==> config.mk <==
export PLATFORM = sky130hd
export DESIGN_NAME = run_monitor
export DESIGN_NICKNAME = d
export VERILOG_FILES = /design/src/rtl/run_monitor.sv
export SDC_FILE = /design/constraint.sdc
export NUM_CORES = 1
export LEC_CHECK = 0
export ABC_AREA = 1
export CAP_MARGIN = 5
export CORE_MARGIN = 8
export CORE_UTILIZATION = 45
export DETAILED_ROUTE_END_ITERATION = 10
export GPL_TIMING_DRIVEN = 1
export PLACE_DENSITY = 0.72
export SLEW_MARGIN = 10
export SYNTH_ARGS = -nofsm -noshare
export SYNTH_HDL_FRONTEND = slang
export SYNTH_SLANG_ARGS = --single-unit
==> constraint.sdc <==
create_clock -name clk -period 2.1 [get_ports clk]
set_input_delay 0.525 -clock clk [delete_from_list [all_inputs] [get_ports clk]]
set_output_delay 0.525 -clock clk [all_outputs]
set_load 0.01 [all_outputs]
==> src/rtl/run_monitor.sv <==
// run_monitor
//   Run controller placed beside the DLX pipelined CPU. It watches the IF-stage
//   PC, gates CPU execution through run_en and declares completion once the PC
//   reaches PC_LIM. It counts RUN cycles and PC advances. It faults on an
//   exhausted cycle budget (timeout) or on a PC held unchanged for too long
//   (stuck).
//
//   Optional feature: define RUN_MONITOR_BRANCH_CNT_EN to count non-sequential
//   PC changes in branch_count. Without the macro, branch_count is tied to 0.
//
//   Ports:
//     clk           rising-edge system clock
//     reset         synchronous, active-high; overrides everything
//     start         single-cycle pulse; begins a run from IDLE, DONE or FAULT
//     pc_if         CPU fetch PC (currentPC_if)
//     run_en        CPU advance enable, high only in RUN
//     done          high in DONE
//     timeout       sticky cycle-budget fault flag
//     stuck         sticky stuck-PC fault flag
//     state         0 IDLE, 1 RUN, 2 DONE, 3 FAULT
//     cycle_count   cycles spent in RUN this run
//     advance_count RUN cycles where pc_if differed from the previous sample
//     branch_count  non-sequential PC changes (optional feature)

module run_monitor #(
    parameter logic [31:0] PC_LIM      = 32'h00400054,
    parameter int unsigned MAX_CYCLES  = 5000,
    parameter int unsigned STUCK_LIMIT = 16
) (
    input  logic        clk,
    input  logic        reset,
    input  logic        start,
    input  logic [31:0] pc_if,
    output logic        run_en,
    output logic        done,
    output logic        timeout,
    output logic        stuck,
    output logic [1:0]  state,
    output logic [31:0] cycle_count,
    output logic [31:0] advance_count,
    output logic [31:0] branch_count
);

    localparam logic [31:0] MAX_CYC   = 32'(MAX_CYCLES);
    localparam logic [31:0] STUCK_LIM = 32'(STUCK_LIMIT);

    typedef enum logic [1:0] {
        IDLE  = 2'd0,
        RUN   = 2'd1,
        DONE  = 2'd2,
        FAULT = 2'd3
    } state_t;

    state_t      cur_state;
    state_t      nxt_state;
    logic [31:0] prev_pc;
    logic [31:0] stuck_cnt;
    logic        pc_same;
    logic        clear;
    logic        set_timeout;
    logic        set_stuck;

    assign pc_same = (pc_if == prev_pc);

    // Next-state decode. Termination checks are ordered so that only the
    // highest-priority condition takes effect when several hold together.
    always_comb begin
        nxt_state   = cur_state;
        clear       = 1'b0;
        set_timeout = 1'b0;
        set_stuck   = 1'b0;
        unique case (cur_state)
            IDLE, DONE, FAULT: begin
                if (start) begin
                    nxt_state = RUN;
                    clear     = 1'b1;
                end
            end
            RUN: begin
                if (pc_if >= PC_LIM) begin
                    nxt_state = DONE;
                end else if (cycle_count + 32'd1 == MAX_CYC) begin
                    nxt_state   = FAULT;
                    set_timeout = 1'b1;
                end else if (pc_same && (stuck_cnt + 32'd1 == STUCK_LIM)) begin
                    nxt_state = FAULT;
                    set_stuck = 1'b1;
                end
            end
            default: nxt_state = IDLE;
        endcase
    end

    // State register, flags and counters. Counters still update on the
    // terminating RUN edge and are frozen afterwards.
    always_ff @(posedge clk) begin
        if (reset) begin
            cur_state     <= IDLE;
            timeout       <= 1'b0;
            stuck         <= 1'b0;
            cycle_count   <= '0;
            advance_count <= '0;
            stuck_cnt     <= '0;
            prev_pc       <= '0;
        end else begin
            cur_state <= nxt_state;
            if (clear) begin
                timeout       <= 1'b0;
                stuck         <= 1'b0;
                cycle_count   <= '0;
                advance_count <= '0;
                stuck_cnt     <= '0;
                prev_pc       <= pc_if;
            end else if (cur_state == RUN) begin
                if (set_timeout) begin
                    timeout <= 1'b1;
                end
                if (set_stuck) begin
                    stuck <= 1'b1;
                end
                cycle_count <= cycle_count + 32'd1;
                if (pc_same) begin
                    stuck_cnt <= stuck_cnt + 32'd1;
                end else begin
                    advance_count <= advance_count + 32'd1;
                    stuck_cnt     <= '0;
                end
                prev_pc <= pc_if;
            end
        end
    end

`ifdef RUN_MONITOR_BRANCH_CNT_EN
    logic [31:0] branch_q;

    // A redirect is any PC change other than the sequential +4 step.
    always_ff @(posedge clk) begin
        if (reset) begin
            branch_q <= '0;
        end else if (clear) begin
            branch_q <= '0;
        end else if (cur_state == RUN && !pc_same && (pc_if != prev_pc + 32'd4)) begin
            branch_q <= branch_q + 32'd1;
        end
    end

    assign branch_count = branch_q;
`else
    assign branch_count = '0;
`endif

    assign state  = cur_state;
    assign run_en = (cur_state == RUN);
    assign done   = (cur_state == DONE);

endmodule

==> impl_metrics.ini <==
[outcome]
status = finished clean

[worst_setup_path]
crit_type = reg2reg
cp_data_arrival_time_ns = 2.38
end_kind = register
crit_path_max_fanout = 5
cp.required_ns = 2.41
cp-start-kind = register

[timing]
fmax_mhz = 483
fin_ws_ns = 0.0308
timing.final.crit_share_pct = 98.5
tightest_slew_ns = 0.518
setup-tns-final_ns = 0
period_needed_ns = 2.07
rsz0062_at_grt = yes
setup_viol = 0
fin_skew_ns = 0.0125
max_slew_margin_pct = 65.2
finalHoldViolations = 0
maxSlewViolCount = 0

[yosys]
synth_cell_types = 43
synth-seq-area-share_pct = 31.0
netlist_top_cells_area = dfxtp_1 (31%), nand2_1 (19%), inv_1 (7.1%), nor2_1 (6.9%), a21oi_1 (6.0%)
synth-edff-count = 0
synth.most_common_cell = nand2_1
yosysTopAreaCellShare_pct = 31.0
postSynth.topFlopCell = dfxtp_1
syn_area_sq_um = 8530
synth_common_cells = nand2_1 (423), inv_1 (161), nor2_1 (158)
async_reset_ff_share_pct = 0
synth_area_per_cell_sq_um = 6.18
yosys_warnings = 0
yosysTopAreaCell = dfxtp_1
ys_ff_latch = 132
netlist_instances = 1381

[cts]
cts_sinks = 132
clk_path_buf_depth = 2
clk_pin_slew_ns = 0.07
cts_buffers = 17
htree_levels = 4
root_buffer = clkbuf_16
clkLatencyLatePin_ns = 0.43
postCtsHoldBufs = 0
cts_tree = yes

[route]
met1Wirelength_um = 10900
wire_per_inst_um = 13.4
top_layer = met4
routed-wl-met3_um = 1510
ant_nets = 0
drc = 0
vias = 9231
first_pass_iters = 5
met2_length_um = 11400
drtIter0Drc = 522
vias_per_cell = 5.02
drt-total-wl_um = 24600

[power]
irDropWorstVdd_mv = 0.492
swShare_pct = 27.7
intPower_uw = 4560
seqPwrFrac_pct = 42.1
power_uw = 6310
combPwrFrac_pct = 12.8
p_clk_share_pct = 45.1
power_leakage_uw = 0.00509
cellPowerDensity_nw_per_um2 = 550
power_switching_uw = 1750

[final_layout]
drive_gt1_share_pct = 17.7
design_area_sq_um = 11500
area_delta_synth_final_pct = 34.5
fin_nets = 1628
n_fill_cell = 1769
stdcell_count = 1838
multi_input_area_sq_um = 5220
final-seq-area_sq_um = 2670

[die]
initial_utilization_pct = 45.8
core-area_sq_um = 18600
die_w_um = 154
io-pin-count = 137
rows = 50
die_h_um = 154
dieArea_sq_um = 23600

[placement]
gp_congestion = 0.936
dpl-instance-area_sq_um = 10600
dp_hpwl_um = 18500
dp.cells = 1799
dp_slack_ns = -0.518
io_buffers = 104

[global_route]
grt.total_usage_pct = 20.5
grt.overflow.total = 0
grt_pass1_wl_um = 40600
grt_max_degree = 48
grt_pass1_vias = 8573
antenna_found_initial = 2

[job]
cap_violations = 0

[min_path]
hold_path.class = reg2reg
-- final cells by class --
class                   instances  share of cell area, %
well taps                     234                   2.55
clock buffers                  18                   3.74
flip-flops and latches        132                   23.2
clock inverters                14                   1.12
diodes                          2                 0.0436
multi-input cells            1039                   45.4
repair buffers                227                   18.2
inverters                     172                   5.67
-- registers in the layout, indices dropped and copies added (netlist names) --
| name | count |
|---|---|
| timeout | 1 |
| stuck | 1 |
| state | 2 |
| advance_count | 32 |
| prev_pc | 32 |
| stuck_cnt | 32 |
| cycle_count | 32 |
-- power groups by stage --
stage	Clock [uW]	Combinational, uW	Sequential [uW]
5_1_grt	2990	905	2670
4_1_cts	2890	798	2660
2_1_floorplan	0	454	2720
3_5_place_dp	0	801	2710
6_report	2840	808	2660
3_3_place_gp	0	786	2710
-- what timing repair did --
action / 4_1_cts / 5_1_grt
endpoints found under the setup margin: 50 / 69
resized for setup: 36 / 84
pin swaps: 8 / 34
buffers inserted: 1 / 4
gates cloned: 0 / 0
-- layout by cell type (no fill, tap or decap), types with 25 or more instances in the layout --
cell,Yosys,routed
a21oi_1,102,101
buf_4,34,113
clkdlybuf4s50_1,0,70
conb_1,1,32
dfxtp_1,132,114
inv_1,161,161
nand2_1,423,411
nand3_1,69,66
nor2_1,158,129
nor2_2,9,34
nor3_1,31,26
o21ai_0,62,61
xor2_1,27,25
-- logic make-up after synthesis --
family                     after synthesis  share of synthesized area [%]
and+or+nand+nor                        777                           40.8
buffers and inverters                  241                           12.2
AOI/OAI and AO/OA                      194                           12.2
DFF                                    132                           31.0
xor gates and xnor gates                32                           3.28
adders and majority gates                4                          0.586
other                                    1                         0.0439
-- final timing paths --
path                            slack (ns)           start  cells after the start           to
worst max-delay path                  0.03  cycle_count[1]                     16     state[1]
worst min-delay path                  0.46     prev_pc[24]                      2  prev_pc[24]
worst max register to register        0.03  cycle_count[1]                     16     state[1]
worst min register to register        0.46     prev_pc[24]                      2  prev_pc[24]
-- routing by layer --
layer  GRT usage, %  vias to the layer above
met5              0                        -
met4           9.43                        0
met3           4.82                       55
met2           33.6                      255
met1           25.1                     4171
li1               -                     4750
-- per-stage QoR --
step	utilization, %	hold WS [ns]
final	61.6	0.464
after detailed placement	56.8	0.455
after global routing	61.6	0.477
after CTS	60.1	0.465
after global placement	56.8	0.450
after floorplan	-	0.443
-- worst max-delay path, stage by stage (launching register included) --
cell	delay, ns
dfxtp_2	0.34
buf_4	0.14
nand2_1	0.10
nor2_4	0.14
nand2_2	0.07
nor2_2	0.16
nand2_1	0.10
clkinv_1	0.08
nand3_1	0.08
nand2_2	0.09
nand3_1	0.08
nor2_2	0.18
nand3_4	0.13
nand3_4	0.12
nand2_4	0.05
nand2_1	0.05
a21oi_1	0.06
(Power assumes the default switching activity.)
